File: src/rtl/lsu_pkg.sv
// Shared definitions for the load/store unit: access size encoding,
// controller state encoding and the alignment/legality check.
package lsu_pkg;

    localparam int LSU_XLEN = 32;

    // Access size encoding carried on req_size
    localparam logic [1:0] SZ_BYTE    = 2'b00;
    localparam logic [1:0] SZ_HALF    = 2'b01;
    localparam logic [1:0] SZ_WORD    = 2'b10;
    localparam logic [1:0] SZ_ILLEGAL = 2'b11;

    typedef enum logic [2:0] {
        IDLE,
        LOAD,
        RMW,
        STORE,
        RESP
    } lsu_state_e;

    // True when the access can never be serviced: illegal size, or a
    // half/word that is not naturally aligned.
    function automatic logic isAccessError(input logic [1:0] size, input logic [1:0] addrLo);
        logic bad;
        case (size)
            SZ_BYTE: bad = 1'b0;
            SZ_HALF: bad = addrLo[0];
            SZ_WORD: bad = (addrLo != 2'b00);
            default: bad = 1'b1;
        endcase
        return bad;
    endfunction

endpackage

File: src/rtl/lsu_lane.sv
// Combinational lane logic: pulls the addressed byte/half/word out of a
// memory word and extends it, and splices store data into a memory word
// for the read-modify-write path. Lanes are little-endian.
module lsu_lane
    import lsu_pkg::*;
(
    input  logic [LSU_XLEN-1:0] rd_word_i,
    input  logic [1:0]          addr_lo_i,
    input  logic [1:0]          size_i,
    input  logic                is_unsigned_i,
    input  logic [LSU_XLEN-1:0] wdata_i,
    output logic [LSU_XLEN-1:0] load_data_o,
    output logic [LSU_XLEN-1:0] merge_word_o
);

    logic [7:0]  byteLane;
    logic [15:0] halfLane;
    logic        byteSign;
    logic        halfSign;

    // Select the addressed lane and extend it to a full word for loads
    always_comb begin
        case (addr_lo_i)
            2'd0:    byteLane = rd_word_i[7:0];
            2'd1:    byteLane = rd_word_i[15:8];
            2'd2:    byteLane = rd_word_i[23:16];
            default: byteLane = rd_word_i[31:24];
        endcase
        halfLane = addr_lo_i[1] ? rd_word_i[31:16] : rd_word_i[15:0];
        byteSign = byteLane[7] & ~is_unsigned_i;
        halfSign = halfLane[15] & ~is_unsigned_i;

        load_data_o = '0;
        case (size_i)
            SZ_BYTE: load_data_o = {{24{byteSign}}, byteLane};
            SZ_HALF: load_data_o = {{16{halfSign}}, halfLane};
            SZ_WORD: load_data_o = rd_word_i;
            default: load_data_o = '0;
        endcase
    end

    // Replace only the addressed lane of the current memory word with store data
    always_comb begin
        merge_word_o = rd_word_i;
        case (size_i)
            SZ_BYTE: begin
                case (addr_lo_i)
                    2'd0:    merge_word_o[7:0]   = wdata_i[7:0];
                    2'd1:    merge_word_o[15:8]  = wdata_i[7:0];
                    2'd2:    merge_word_o[23:16] = wdata_i[7:0];
                    default: merge_word_o[31:24] = wdata_i[7:0];
                endcase
            end
            SZ_HALF: begin
                if (addr_lo_i[1]) begin
                    merge_word_o[31:16] = wdata_i[15:0];
                end else begin
                    merge_word_o[15:0] = wdata_i[15:0];
                end
            end
            SZ_WORD: merge_word_o = wdata_i;
            default: merge_word_o = rd_word_i;
        endcase
    end

endmodule

File: src/rtl/lsu_ctrl.sv
// Load/store unit controller: accepts one core request at a time, talks to
// a word-addressed data memory with a combinational read port, performs
// read-modify-write for byte/half stores and returns a single response.
module lsu_ctrl
    import lsu_pkg::*;
#(
    parameter int DATA_WIDTH = 32
) (
    input  logic                  clk,
    input  logic                  rst,
    input  logic                  req_valid,
    output logic                  req_ready,
    input  logic                  req_we,
    input  logic [1:0]            req_size,
    input  logic                  req_unsigned,
    input  logic [DATA_WIDTH-1:0] req_addr,
    input  logic [DATA_WIDTH-1:0] req_wdata,
    output logic                  resp_valid,
    input  logic                  resp_ready,
    output logic [DATA_WIDTH-1:0] resp_rdata,
    output logic                  resp_err,
    output logic [DATA_WIDTH-1:0] mem_a,
    output logic [DATA_WIDTH-1:0] mem_wd,
    output logic                  mem_we,
    input  logic [DATA_WIDTH-1:0] mem_rd
);

    lsu_state_e            state_q, state_d;
    logic                  isStore_q, isStore_d;
    logic [1:0]            size_q, size_d;
    logic                  isUnsigned_q, isUnsigned_d;
    logic [DATA_WIDTH-1:0] addr_q, addr_d;
    logic [DATA_WIDTH-1:0] wdata_q, wdata_d;
    logic                  err_q, err_d;
    logic [DATA_WIDTH-1:0] rdata_q, rdata_d;
    logic [DATA_WIDTH-1:0] writeWord_q, writeWord_d;

    logic                  reqErr;
    logic [DATA_WIDTH-1:0] wordIdx;
    logic [DATA_WIDTH-1:0] laneLoad;
    logic [DATA_WIDTH-1:0] laneMerge;

    assign reqErr  = isAccessError(req_size, req_addr[1:0]);
    assign wordIdx = {2'b00, addr_q[DATA_WIDTH-1:2]};

    assign resp_rdata = rdata_q;
    assign resp_err   = err_q;

    lsu_lane u_lane (
        .rd_word_i     (mem_rd),
        .addr_lo_i     (addr_q[1:0]),
        .size_i        (size_q),
        .is_unsigned_i (isUnsigned_q),
        .wdata_i       (wdata_q),
        .load_data_o   (laneLoad),
        .merge_word_o  (laneMerge)
    );

    // State and request registers; reset drops to IDLE at once so a store in
    // flight loses mem_we immediately and a pending RMW never reaches STORE
    always_ff @(posedge clk or posedge rst) begin
        if (rst) begin
            state_q      <= IDLE;
            isStore_q    <= 1'b0;
            size_q       <= 2'b00;
            isUnsigned_q <= 1'b0;
            addr_q       <= '0;
            wdata_q      <= '0;
            err_q        <= 1'b0;
            rdata_q      <= '0;
            writeWord_q  <= '0;
        end else begin
            state_q      <= state_d;
            isStore_q    <= isStore_d;
            size_q       <= size_d;
            isUnsigned_q <= isUnsigned_d;
            addr_q       <= addr_d;
            wdata_q      <= wdata_d;
            err_q        <= err_d;
            rdata_q      <= rdata_d;
            writeWord_q  <= writeWord_d;
        end
    end

    // Next-state, request capture and memory/handshake outputs per state
    always_comb begin
        state_d      = state_q;
        isStore_d    = isStore_q;
        size_d       = size_q;
        isUnsigned_d = isUnsigned_q;
        addr_d       = addr_q;
        wdata_d      = wdata_q;
        err_d        = err_q;
        rdata_d      = rdata_q;
        writeWord_d  = writeWord_q;

        req_ready  = 1'b0;
        resp_valid = 1'b0;
        mem_we     = 1'b0;
        mem_a      = '0;
        mem_wd     = '0;

        case (state_q)
            IDLE: begin
                req_ready = 1'b1;
                if (req_valid) begin
                    isStore_d    = req_we;
                    size_d       = req_size;
                    isUnsigned_d = req_unsigned;
                    addr_d       = req_addr;
                    wdata_d      = req_wdata;
                    err_d        = reqErr;
                    rdata_d      = '0;
                    writeWord_d  = '0;
                    if (reqErr) begin
                        state_d = RESP;
                    end else if (!req_we) begin
                        state_d = LOAD;
                    end else if (req_size == SZ_WORD) begin
                        writeWord_d = req_wdata;
                        state_d     = STORE;
                    end else begin
                        state_d = RMW;
                    end
                end
            end
            LOAD: begin
                mem_a   = wordIdx;
                rdata_d = laneLoad;
                state_d = RESP;
            end
            RMW: begin
                mem_a       = wordIdx;
                writeWord_d = laneMerge;
                state_d     = STORE;
            end
            STORE: begin
                mem_a   = wordIdx;
                mem_we  = 1'b1;
                mem_wd  = writeWord_q;
                state_d = RESP;
            end
            RESP: begin
                resp_valid = 1'b1;
                if (resp_ready) begin
                    state_d = IDLE;
                end
            end
            default: begin
                state_d = IDLE;
            end
        endcase
    end

endmodule

File: config.mk
export PLATFORM = sky130hd
export DESIGN_NAME = lsu_ctrl
export DESIGN_NICKNAME = d
export VERILOG_FILES = /design/src/rtl/lsu_pkg.sv /design/src/rtl/lsu_lane.sv /design/src/rtl/lsu_ctrl.sv
export SDC_FILE = /design/constraint.sdc
export NUM_CORES = 1
export LEC_CHECK = 0
export CAP_MARGIN = 5
export CORE_ASPECT_RATIO = 1.2
export CORE_MARGIN = 2
export CORE_UTILIZATION = 45
export CTS_CLUSTER_DIAMETER = 30
export DETAILED_ROUTE_END_ITERATION = 16
export GPL_ROUTABILITY_DRIVEN = 0
export PLACE_DENSITY = 0.73
export SYNTH_ARGS = -nofsm -noshare
export SYNTH_HDL_FRONTEND = slang
export SYNTH_SLANG_ARGS = --single-unit
File: constraint.sdc
create_clock -name clk -period 10.69 [get_ports clk]
set_input_delay 1.069 -clock clk [delete_from_list [all_inputs] [get_ports clk]]
set_output_delay 1.069 -clock clk [all_outputs]
set_load 0.1 [all_outputs]
==> impl_metrics.env, run 1 <==
export IMPL_gr_total_overflow=0
export IMPL_syn_inst=788
export IMPL_maxCapViolations=0
export IMPL_worstMarginPinSlew_ps=1070
export IMPL_cts_tree="done"
export IMPL_grt_max_degree=74
export IMPL_synth_top_area_cell="dfrtp_1"
export IMPL_grt_use_total_pct=27.3
export IMPL_hold_viol=0
export IMPL_powerDensity_nw_per_um2=339
export IMPL_synth_seq_cells=135
export IMPL_drtAntennaViolNets=0
export IMPL_post_route_util_pct=62.5
export IMPL_rsz0062_at_grt="false"
export IMPL_setup_tns_final_ps=0
export IMPL_crit_path_max_fanout=33
export IMPL_synth_edff_count=0
export IMPL_htree_levels=4
export IMPL_cp_end_kind="output pin"
export IMPL_clkTransAtPathRegs_ps=50
export IMPL_synth_async_reset_ratio_pct=100
export IMPL_core_area_sq_um=15700
export IMPL_drt_pass1_iterations=7
export IMPL_die_area_sq_um=17200
export IMPL_cts_setup_buffers=0
export IMPL_start_util_pct=46.3
export IMPL_finalMaxSlewViolations=0
export IMPL_portBuffers=201
export IMPL_clock_latency_ps=420
export IMPL_final_layout_size_suffix_gt1_share_pct=7.72
export IMPL_synth_cell_type_count=53
export IMPL_endpoint="mem_wd[7]"
export IMPL_clock_skew_ps=5.27
export IMPL_hold_buffers=0
export IMPL_setup_viol=0
export IMPL_die_y_um=143
export IMPL_first_global_vias=6624
export IMPL_maxSlewHeadroom_pct=28.3
export IMPL_reg2reg_from="size_q[1]$_DFFE_PP0P_"
export IMPL_setup_ws_ps=6290
export IMPL_routed_via_density=5.77
export IMPL_syn_to_final_growth_pct=35.0
export IMPL_critPathArrivalTime_ps=3330
export IMPL_cts_inserted_buffers=17
export IMPL_avgSynthCellArea_sq_um=9.23
export IMPL_netlist_area_sq_um=7270
export IMPL_worstPathRequired_ps=9620
export IMPL_io_pin_count=204
export IMPL_report_power_total_mw=3.33
export IMPL_hpwl_mm=16.0
export IMPL_die_x_um=120
export IMPL_routedWlPerCell_um=19.6
export IMPL_r2r_end="resp_rdata[0]$_DFFE_PP0P_"
export IMPL_antenna_found_initial=0
export IMPL_period_share_pct=41.2
export IMPL_yosysWarnings=0
export IMPL_critPathLaunch="state_q[1]$_DFFE_PP0P_"
export IMPL_drc=0
export IMPL_worstSetupPathType="flip-flop to output pin"
export IMPL_start_kind="flip-flop"
export IMPL_ff2ff_setup_slack_ps=7800
export IMPL_yosysSeqAreaShare_pct=46.4
export IMPL_grt_pass1_wl_mm=36.5
export IMPL_num_nets_final=1050
export IMPL_clockRootBuffer="clkbuf_16"
export IMPL_post_cts_resized=0
export IMPL_outcome="complete, no violations"
export IMPL_reg2reg_depth=4
export IMPL_hold_depth=2
export IMPL_wl_mm=22.8
export IMPL_yosysTopAreaCellShare_pct=46.4
export IMPL_vias=6727
export IMPL_clock_sinks=135
export IMPL_synth_common_cells="nand2_1, dfrtp_1, and2_1"
export IMPL_period_minus_slack_ps=4400
export IMPL_antenna_cells=0
export IMPL_synth_main_ff_cell="dfrtp_1"
export IMPL_worstHoldPathType="flip-flop to flip-flop"
export IMPL_place_ws_ps=6690
export IMPL_leakage_nw=4.38
export IMPL_hold_slack_ps=464
export IMPL_max_freq_mhz=227
export IMPL_row_count=50
export IMPL_ir_drop_v=0.000211
export IMPL_drtIter0Drc=519
export IMPL_yosysMostFrequentCell="nand2_1"
export IMPL_clockBufferDepth=2
export IMPL_fill_cells=1338
export IMPL_synth_area_top_cells="dfrtp_1, nand2_1, and2_1"
cell families after synthesis:
kind of cell | Yosys count | share of synthesized area [%]
compound gates | 180 | 18.8
flops | 135 | 46.4
mux | 33 | 6.04
other cells | 1 | 0.0516
simple gates | 362 | 23.6
buf+inv | 77 | 5.07
worst max-delay path, stage by stage (launching register included):
cell             delay [ps]
dfrtp_1                 590
and3_1                  920
and2_1                  270
clkdlybuf4s50_1        1140
metrics by stage:
step,instance area [sq um],cells
6_report,9820,1166
3_3_place_gp,9280,1135
3_5_place_dp,9280,1135
2_1_floorplan,7280,789
4_1_cts,9820,1166
5_1_grt,9820,1166
final cells by class:
cell class,count,area (sq um),share of cell area (%)
clock buffer,21,460,4.69
clock inverter,10,80.1,0.815
inverter,5,21.3,0.217
multi-input combinational,577,3540,36.1
sequential,135,3380,34.4
tap,208,260,2.65
timing repair buffer,210,2080,21.2
worst min path at each step:
| stage | start | slack [ps] | endpoint |
|---|---|---|---|
| after floorplan | addr_q[10]$_DFFE_PP0P_ | 440 | addr_q[10]$_DFFE_PP0P_ |
| after global placement | addr_q[24]$_DFFE_PP0P_ | 450 | addr_q[24]$_DFFE_PP0P_ |
| after detailed placement | addr_q[11]$_DFFE_PP0P_ | 450 | addr_q[11]$_DFFE_PP0P_ |
| after CTS | addr_q[11]$_DFFE_PP0P_ | 470 | addr_q[11]$_DFFE_PP0P_ |
| after global routing | addr_q[23]$_DFFE_PP0P_ | 490 | addr_q[23]$_DFFE_PP0P_ |
| final | addr_q[29]$_DFFE_PP0P_ | 460 | addr_q[29]$_DFFE_PP0P_ |
registers in the layout, summed over array words and instances, names as in the netlist:
name,flops
resp_err,1
size_q,2
addr_q,32
resp_rdata,32
wdata_q,32
state_q,3
writeWord_q,32
isUnsigned_q,1
cells in the final DEF (no fill, tap or decap), types with 4 or more instances in the layout:
cell type	count
nand2_1	215
clkdlybuf4s50_1	201
dfrtp_1	135
and2_1	64
a221o_1	38
nor2_1	29
o21ai_0	28
a31oi_1	18
a22oi_1	17
mux2_2	17
clkbuf_16	17
and3_1	16
a211oi_1	15
a21oi_1	10
mux2i_1	9
buf_4	9
o211ai_1	8
a32o_1	8
a211o_1	8
nor4_1	8
o22ai_1	8
mux4_2	7
clkinv_2	7
a32oi_1	6
a21boi_0	6
nand2b_1	4
nor2b_1	4
inv_1	4
nor3_1	4
report_power, final:
group / leakage, nW / internal (mW) / switching [mW] / total [mW]
Clock: 0.268 / 0.327 / 0.214 / 0.541
Sequential: 1.74 / 0.745 / 0.202 / 0.947
Combinational: 2.38 / 0.540 / 1.31 / 1.85
layer usage:
layer | track usage [%] | vias to the layer above | wire, um
met2 | 41.9 | 335 | 10500
met4 | 13.9 | 0 | 915
li1 | - | 3115 | -
met5 | 0 | - | 0
met1 | 35.5 | 3217 | 9570
met3 | 7.31 | 60 | 1900
Note: power is estimated with default switching activity, not from simulation.
==> run 2, diff against run 1 <==
--- a/config.mk
+++ b/config.mk
@@ -8,11 +8,11 @@
 export CAP_MARGIN = 5
 export CORE_ASPECT_RATIO = 1.2
 export CORE_MARGIN = 2
-export CORE_UTILIZATION = 45
+export CORE_UTILIZATION = 44
 export CTS_CLUSTER_DIAMETER = 30
 export DETAILED_ROUTE_END_ITERATION = 16
 export GPL_ROUTABILITY_DRIVEN = 0
-export PLACE_DENSITY = 0.73
+export PLACE_DENSITY = 0.74
 export SYNTH_ARGS = -nofsm -noshare
 export SYNTH_HDL_FRONTEND = slang
 export SYNTH_SLANG_ARGS = --single-unit
==> constraint.sdc (replaced) <==
create_clock -name clk -period 4 [get_ports clk]
set_input_delay 0.4 -clock clk [delete_from_list [all_inputs] [get_ports clk]]
set_output_delay 0.4 -clock clk [all_outputs]
set_load 0.1 [all_outputs]
==> impl_metrics.env, run 2 (same netlist as run 1, synthesis figures left out) <==
export IMPL_swShare_pct=51.1
export IMPL_die_area_sq_um=17600
export IMPL_hold_end="addr_q[26]$_DFFE_PP0P_"
export IMPL_clkPwrFrac_pct=17.9
export IMPL_clockBufferDepth=2
export IMPL_wl_mm=22.2
export IMPL_ir_drop_v=0.000490
export IMPL_period_minus_slack_ps=2890
export IMPL_grt_pass1_wl_mm=34.7
export IMPL_powerDensity_nw_per_um2=920
export IMPL_final_layout_size_suffix_gt1_share_pct=14.7
export IMPL_portBuffers=201
export IMPL_cts_tree="done"
export IMPL_gr_total_overflow=0
export IMPL_worstSetupPathType="flip-flop to output pin"
export IMPL_drtIter0Drc=640
export IMPL_drc=0
export IMPL_hold_slack_ps=464
export IMPL_maxSlewHeadroom_pct=29.1
export IMPL_max_freq_mhz=346
export IMPL_grt_max_degree=80
export IMPL_cp_end_kind="output pin"
export IMPL_cts_inserted_buffers=17
export IMPL_p_sw_mw=4.60
export IMPL_cp_num_cells=3
export IMPL_outcome="complete, no violations"
export IMPL_io_pin_count=204
export IMPL_p_comb_share_pct=54.4
export IMPL_core_area_sq_um=16200
export IMPL_die_x_um=121
export IMPL_hp_start="addr_q[26]$_DFFE_PP0P_"
export IMPL_clock_latency_ps=430
export IMPL_antenna_cells=0
export IMPL_drtAntennaViolNets=0
export IMPL_grt_use_total_pct=25.7
export IMPL_clock_skew_ps=14.8
export IMPL_row_count=51
export IMPL_maxCapViolations=0
export IMPL_syn_to_final_growth_pct=34.4
export IMPL_worstMarginPinSlew_ps=1060
export IMPL_hold_viol=0
export IMPL_clkTransAtPathRegs_ps=60
export IMPL_antenna_found_initial=0
export IMPL_r2r_end="writeWord_q[7]$_DFFE_PP0P_"
export IMPL_reg2reg_from="addr_q[0]$_DFFE_PP0P_"
export IMPL_drt_pass1_iterations=5
export IMPL_htree_levels=4
export IMPL_worstHoldPathType="flip-flop to flip-flop"
export IMPL_ff2ff_setup_slack_ps=1360
export IMPL_first_global_vias=6418
export IMPL_start_kind="flip-flop"
export IMPL_vias=6688
export IMPL_slowest_delay_ps=910
export IMPL_routed_via_density=5.70
export IMPL_cts_setup_buffers=0
export IMPL_reg2reg_depth=4
export IMPL_setup_tns_final_ps=0
export IMPL_die_y_um=145
export IMPL_path_buf_inv=1
export IMPL_clock_sinks=135
export IMPL_rsz0062_at_grt="false"
export IMPL_final_cell_mix="nand2_1, clkdlybuf4s50_1, dfrtp_1"
export IMPL_layout_commonest_cell="nand2_1"
export IMPL_clockRootBuffer="clkbuf_16"
export IMPL_critPathArrivalTime_ps=2490
export IMPL_period_share_pct=72.3
export IMPL_hold_depth=2
export IMPL_leakage_nw=4.54
export IMPL_finalMaxSlewViolations=0
export IMPL_start_util_pct=44.9
export IMPL_cpMaxStageDelayCell="and3_1"
export IMPL_hold_buffers=0
export IMPL_num_nets_final=1052
export IMPL_p_seq_share_pct=27.7
export IMPL_place_ws_ps=1270
export IMPL_setup_ws_ps=1110
export IMPL_hpwl_mm=15.9
export IMPL_routedWlPerCell_um=19.0
export IMPL_setup_viol=0
export IMPL_post_cts_resized=0
export IMPL_internal_power_mw=4.39
export IMPL_path_cells="and3_1 -> and2_1 -> buf_4"
export IMPL_crit_family="simple AND/OR/NAND/NOR gates"
export IMPL_crit_path_max_fanout=33
export IMPL_worstPathRequired_ps=3600
run 2: changes by cell type in the layout (fill, tap and decap cells not counted):
cell | previous run | this run
clkbuf_8 | 2 | 0
inv_6 | 0 | 3
bufinv_16 | 1 | 3
buf_4 | 9 | 72
clkinvlp_4 | 2 | 4
clkinv_2 | 7 | 2
clkbuf_1 | 2 | 1
clkdlybuf4s50_1 | 201 | 138
clkinv_4 | 0 | 3
buf_12 | 0 | 2
inv_4 | 1 | 0
run 2: worst max path at each step:
stage	from	end	slack, ps
final	state_q[1]$_DFFE_PP0P_	mem_wd[23]	1110
after global routing	state_q[1]$_DFFE_PP0P_	mem_wd[20]	910
after CTS	state_q[1]$_DFFE_PP0P_	mem_wd[23]	1060
after detailed placement	req_valid	writeWord_q[26]$_DFFE_PP0P_	1270
after global placement	req_valid	writeWord_q[12]$_DFFE_PP0P_	1320
after floorplan	state_q[2]$_DFFE_PP0P_	mem_wd[22]	950
run 2: power groups by stage:
stage / combinational [mW] / clock (mW) / sequential [mW]
floorplan: 2.77 / 0 / 3.49
global placement: 4.83 / 0 / 2.50
detailed placement: 4.89 / 0 / 2.50
CTS: 4.90 / 1.63 / 2.49
global route: 5.20 / 1.70 / 2.57
finish: 4.89 / 1.61 / 2.49
run 2: routing by layer:
layer / routed length [um] / global-route usage (%) / up-vias / share of wire (%)
met5: 0 / 0 / - / 0
met4: 673 / 10.9 / 0 / 3.0
met3: 2010 / 6.43 / 40 / 9.1
met2: 10500 / 41.3 / 316 / 47
met1: 9020 / 33.1 / 3211 / 41
li1: - / - / 3121 / -
run 2: final cells by class:
| type | count | area (sq um) |
|---|---|---|
| clock buffers | 18 | 429 |
| clock inverters | 14 | 175 |
| fillers | 1431 | 6430 |
| inverters | 5 | 22.5 |
| multi-input cells | 577 | 3540 |
| flip-flops and latches | 135 | 3380 |
| well taps | 212 | 265 |
| repair buffers | 212 | 1960 |
run 2: stage by stage:
stage	power, mW	area (sq um)	std cells	util [%]
2_1_floorplan	6.25	7280	789	-
3_3_place_gp	7.33	9170	1141	56.6
3_5_place_dp	7.39	9170	1141	56.6
4_1_cts	9.02	9770	1173	60.3
5_1_grt	9.47	9770	1173	60.3
6_report	8.99	9770	1173	60.3
run 2: tightest hold or removal path: stages (launching register included):
cell	delay (ps)
dfrtp_1	330
nand2_1	50
nand2_1	50
==> run 3, diff against run 2 <==
--- a/config.mk
+++ b/config.mk
@@ -8,11 +8,11 @@
 export CAP_MARGIN = 5
 export CORE_ASPECT_RATIO = 1.2
 export CORE_MARGIN = 2
-export CORE_UTILIZATION = 44
+export CORE_UTILIZATION = 45
 export CTS_CLUSTER_DIAMETER = 30
 export DETAILED_ROUTE_END_ITERATION = 16
 export GPL_ROUTABILITY_DRIVEN = 0
-export PLACE_DENSITY = 0.74
+export PLACE_DENSITY = 0.73
 export SYNTH_ARGS = -nofsm -noshare
 export SYNTH_HDL_FRONTEND = slang
 export SYNTH_SLANG_ARGS = --single-unit
==> constraint.sdc (replaced) <==
create_clock -name clk -period 2.8 [get_ports clk]
set_input_delay 0.28 -clock clk [delete_from_list [all_inputs] [get_ports clk]]
set_output_delay 0.28 -clock clk [all_outputs]
set_load 0.1 [all_outputs]
==> impl_metrics.env, run 3 (same netlist as run 1, synthesis figures left out) <==
export IMPL_hpwl_mm=16.6
export IMPL_path_cells="and3_1 -> buf_4 -> and2_1 -> buf_12"
export IMPL_cts_setup_buffers=0
export IMPL_die_area_sq_um=17200
export IMPL_rsz0062_at_grt="false"
export IMPL_worstHoldPathType="input port to flip-flop"
export IMPL_first_global_vias=6824
export IMPL_row_count=50
export IMPL_crit_family="simple AND/OR/NAND/NOR gates"
export IMPL_antenna_found_initial=0
export IMPL_grt_max_degree=136
export IMPL_ff2ff_setup_slack_ps=420
export IMPL_hold_buffers=0
export IMPL_slowest_delay_ps=600
export IMPL_io_pin_count=204
export IMPL_drtIter0Drc=872
export IMPL_r2r_end="resp_rdata[28]$_DFFE_PP0P_"
export IMPL_final_cell_mix="nand2_1, dfrtp_1, clkdlybuf4s50_1"
export IMPL_htree_levels=4
export IMPL_core_area_sq_um=15700
export IMPL_cp_num_cells=4
export IMPL_setup_viol=0
export IMPL_drtAntennaViolNets=0
export IMPL_cp_end_kind="output pin"
export IMPL_num_nets_final=1060
export IMPL_leakage_nw=4.81
export IMPL_worstMarginPinSlew_ps=1050
export IMPL_clkTransAtPathRegs_ps=60
export IMPL_cpMaxStageDelayCell="dfrtp_1"
export IMPL_cts_tree="done"
export IMPL_p_seq_share_pct=27.4
export IMPL_swShare_pct=50.8
export IMPL_max_freq_mhz=401
export IMPL_worstPathRequired_ps=2520
export IMPL_endpoint="mem_wd[18]"
export IMPL_fill_cells=1206
export IMPL_maxCapViolations=0
export IMPL_use_met1_pct=36.5
export IMPL_clock_latency_ps=420
export IMPL_die_x_um=120
export IMPL_grt_use_total_pct=28.2
export IMPL_internal_power_mw=6.51
export IMPL_ir_drop_v=0.000626
export IMPL_outcome="complete, no violations"
export IMPL_clockBufferDepth=2
export IMPL_layout_commonest_cell="nand2_1"
export IMPL_finalMaxSlewViolations=0
export IMPL_portBuffers=201
export IMPL_routedWlPerCell_um=19.9
export IMPL_start_util_pct=46.3
export IMPL_p_sw_mw=6.72
export IMPL_setup_ws_ps=303
export IMPL_drt_pass1_iterations=9
export IMPL_period_share_pct=89.2
export IMPL_antenna_cells=0
export IMPL_wl_mm=23.4
export IMPL_cts_inserted_buffers=17
export IMPL_top_usage_layer="met2"
export IMPL_die_y_um=143
export IMPL_syn_to_final_growth_pct=44.5
export IMPL_reg2reg_depth=4
export IMPL_use_met2_pct=43.5
export IMPL_clock_sinks=135
export IMPL_critPathArrivalTime_ps=2220
export IMPL_setup_tns_final_ps=0
export IMPL_worstSetupPathType="flip-flop to output pin"
export IMPL_final_layout_size_suffix_gt1_share_pct=19.0
export IMPL_grt_pass1_wl_mm=37.5
export IMPL_period_minus_slack_ps=2500
export IMPL_powerDensity_nw_per_um2=1260
export IMPL_clock_skew_ps=9.30
export IMPL_place_ws_ps=499
export IMPL_vias=6909
export IMPL_gr_total_overflow=0
export IMPL_p_comb_share_pct=55.9
export IMPL_met3_usage_pct=9.27
export IMPL_hold_viol=0
export IMPL_routed_via_density=5.87
export IMPL_maxSlewHeadroom_pct=29.6
export IMPL_post_route_util_pct=66.9
export IMPL_drc=0
export IMPL_start_kind="flip-flop"
export IMPL_clkPwrFrac_pct=16.8
export IMPL_crit_path_max_fanout=25
export IMPL_critPathLaunch="state_q[1]$_DFFE_PP0P_"
export IMPL_reg2reg_from="size_q[1]$_DFFE_PP0P_"
export IMPL_clockRootBuffer="clkbuf_16"
export IMPL_path_buf_inv=2
export IMPL_post_cts_resized=0
[run 3: per-layer routing]
metal | vias up | wire (um)
met3 | 74 | 2440
met5 | - | 0
met2 | 387 | 10900
met4 | 0 | 811
li1 | 3137 | -
met1 | 3311 | 9300
[run 3: how the worst min path moves through the flow]
stage / cells past startpoint / slack [ps] / to / from
floorplan: 2 / 390 / addr_q[0]$_DFFE_PP0P_ / req_addr[0]
global placement: 2 / 450 / addr_q[25]$_DFFE_PP0P_ / addr_q[25]$_DFFE_PP0P_
detailed placement: 2 / 450 / addr_q[17]$_DFFE_PP0P_ / addr_q[17]$_DFFE_PP0P_
CTS: 3 / 370 / addr_q[4]$_DFFE_PP0P_ / req_addr[4]
global route: 3 / 390 / addr_q[23]$_DFFE_PP0P_ / req_addr[23]
finish: 3 / 380 / addr_q[23]$_DFFE_PP0P_ / req_addr[23]
[run 3: final cells by class]
| class | count | area [sq um] | area share (%) |
|---|---|---|---|
| multi-input combinational | 577 | 3540 | 33.7 |
| sequential | 135 | 3380 | 32.1 |
| timing repair buffer | 220 | 2720 | 25.9 |
| clock buffer | 20 | 457 | 4.35 |
| tap | 208 | 260 | 2.48 |
| clock inverter | 12 | 128 | 1.21 |
| inverter | 5 | 22.5 | 0.214 |
[run 3: worst register-to-register path, stage by stage, from the launching register on]
cell and delay, ps:
dfrtp_1 540, and2_1 330, or3_1 420, nor2_2 740
a221o_1 290
[run 3: power by group through the flow]
stage	logic (mW)	clock network (mW)	registers [mW]
2_1_floorplan	3.95	0	4.98
3_3_place_gp	7.26	0	3.59
3_5_place_dp	7.34	0	3.61
4_1_cts	7.38	2.24	3.60
5_1_grt	7.84	2.32	3.72
6_report	7.39	2.22	3.62
[run 3: per-stage QoR]
step	hold WS, ps	instance area, sq um	total power [mW]	cells
floorplan	385	7280	8.93	789
global placement	449	9930	10.8	1145
detailed placement	454	9930	11.0	1145
CTS	373	10500	13.2	1177
global route	388	10500	13.9	1177
finish	384	10500	13.2	1177
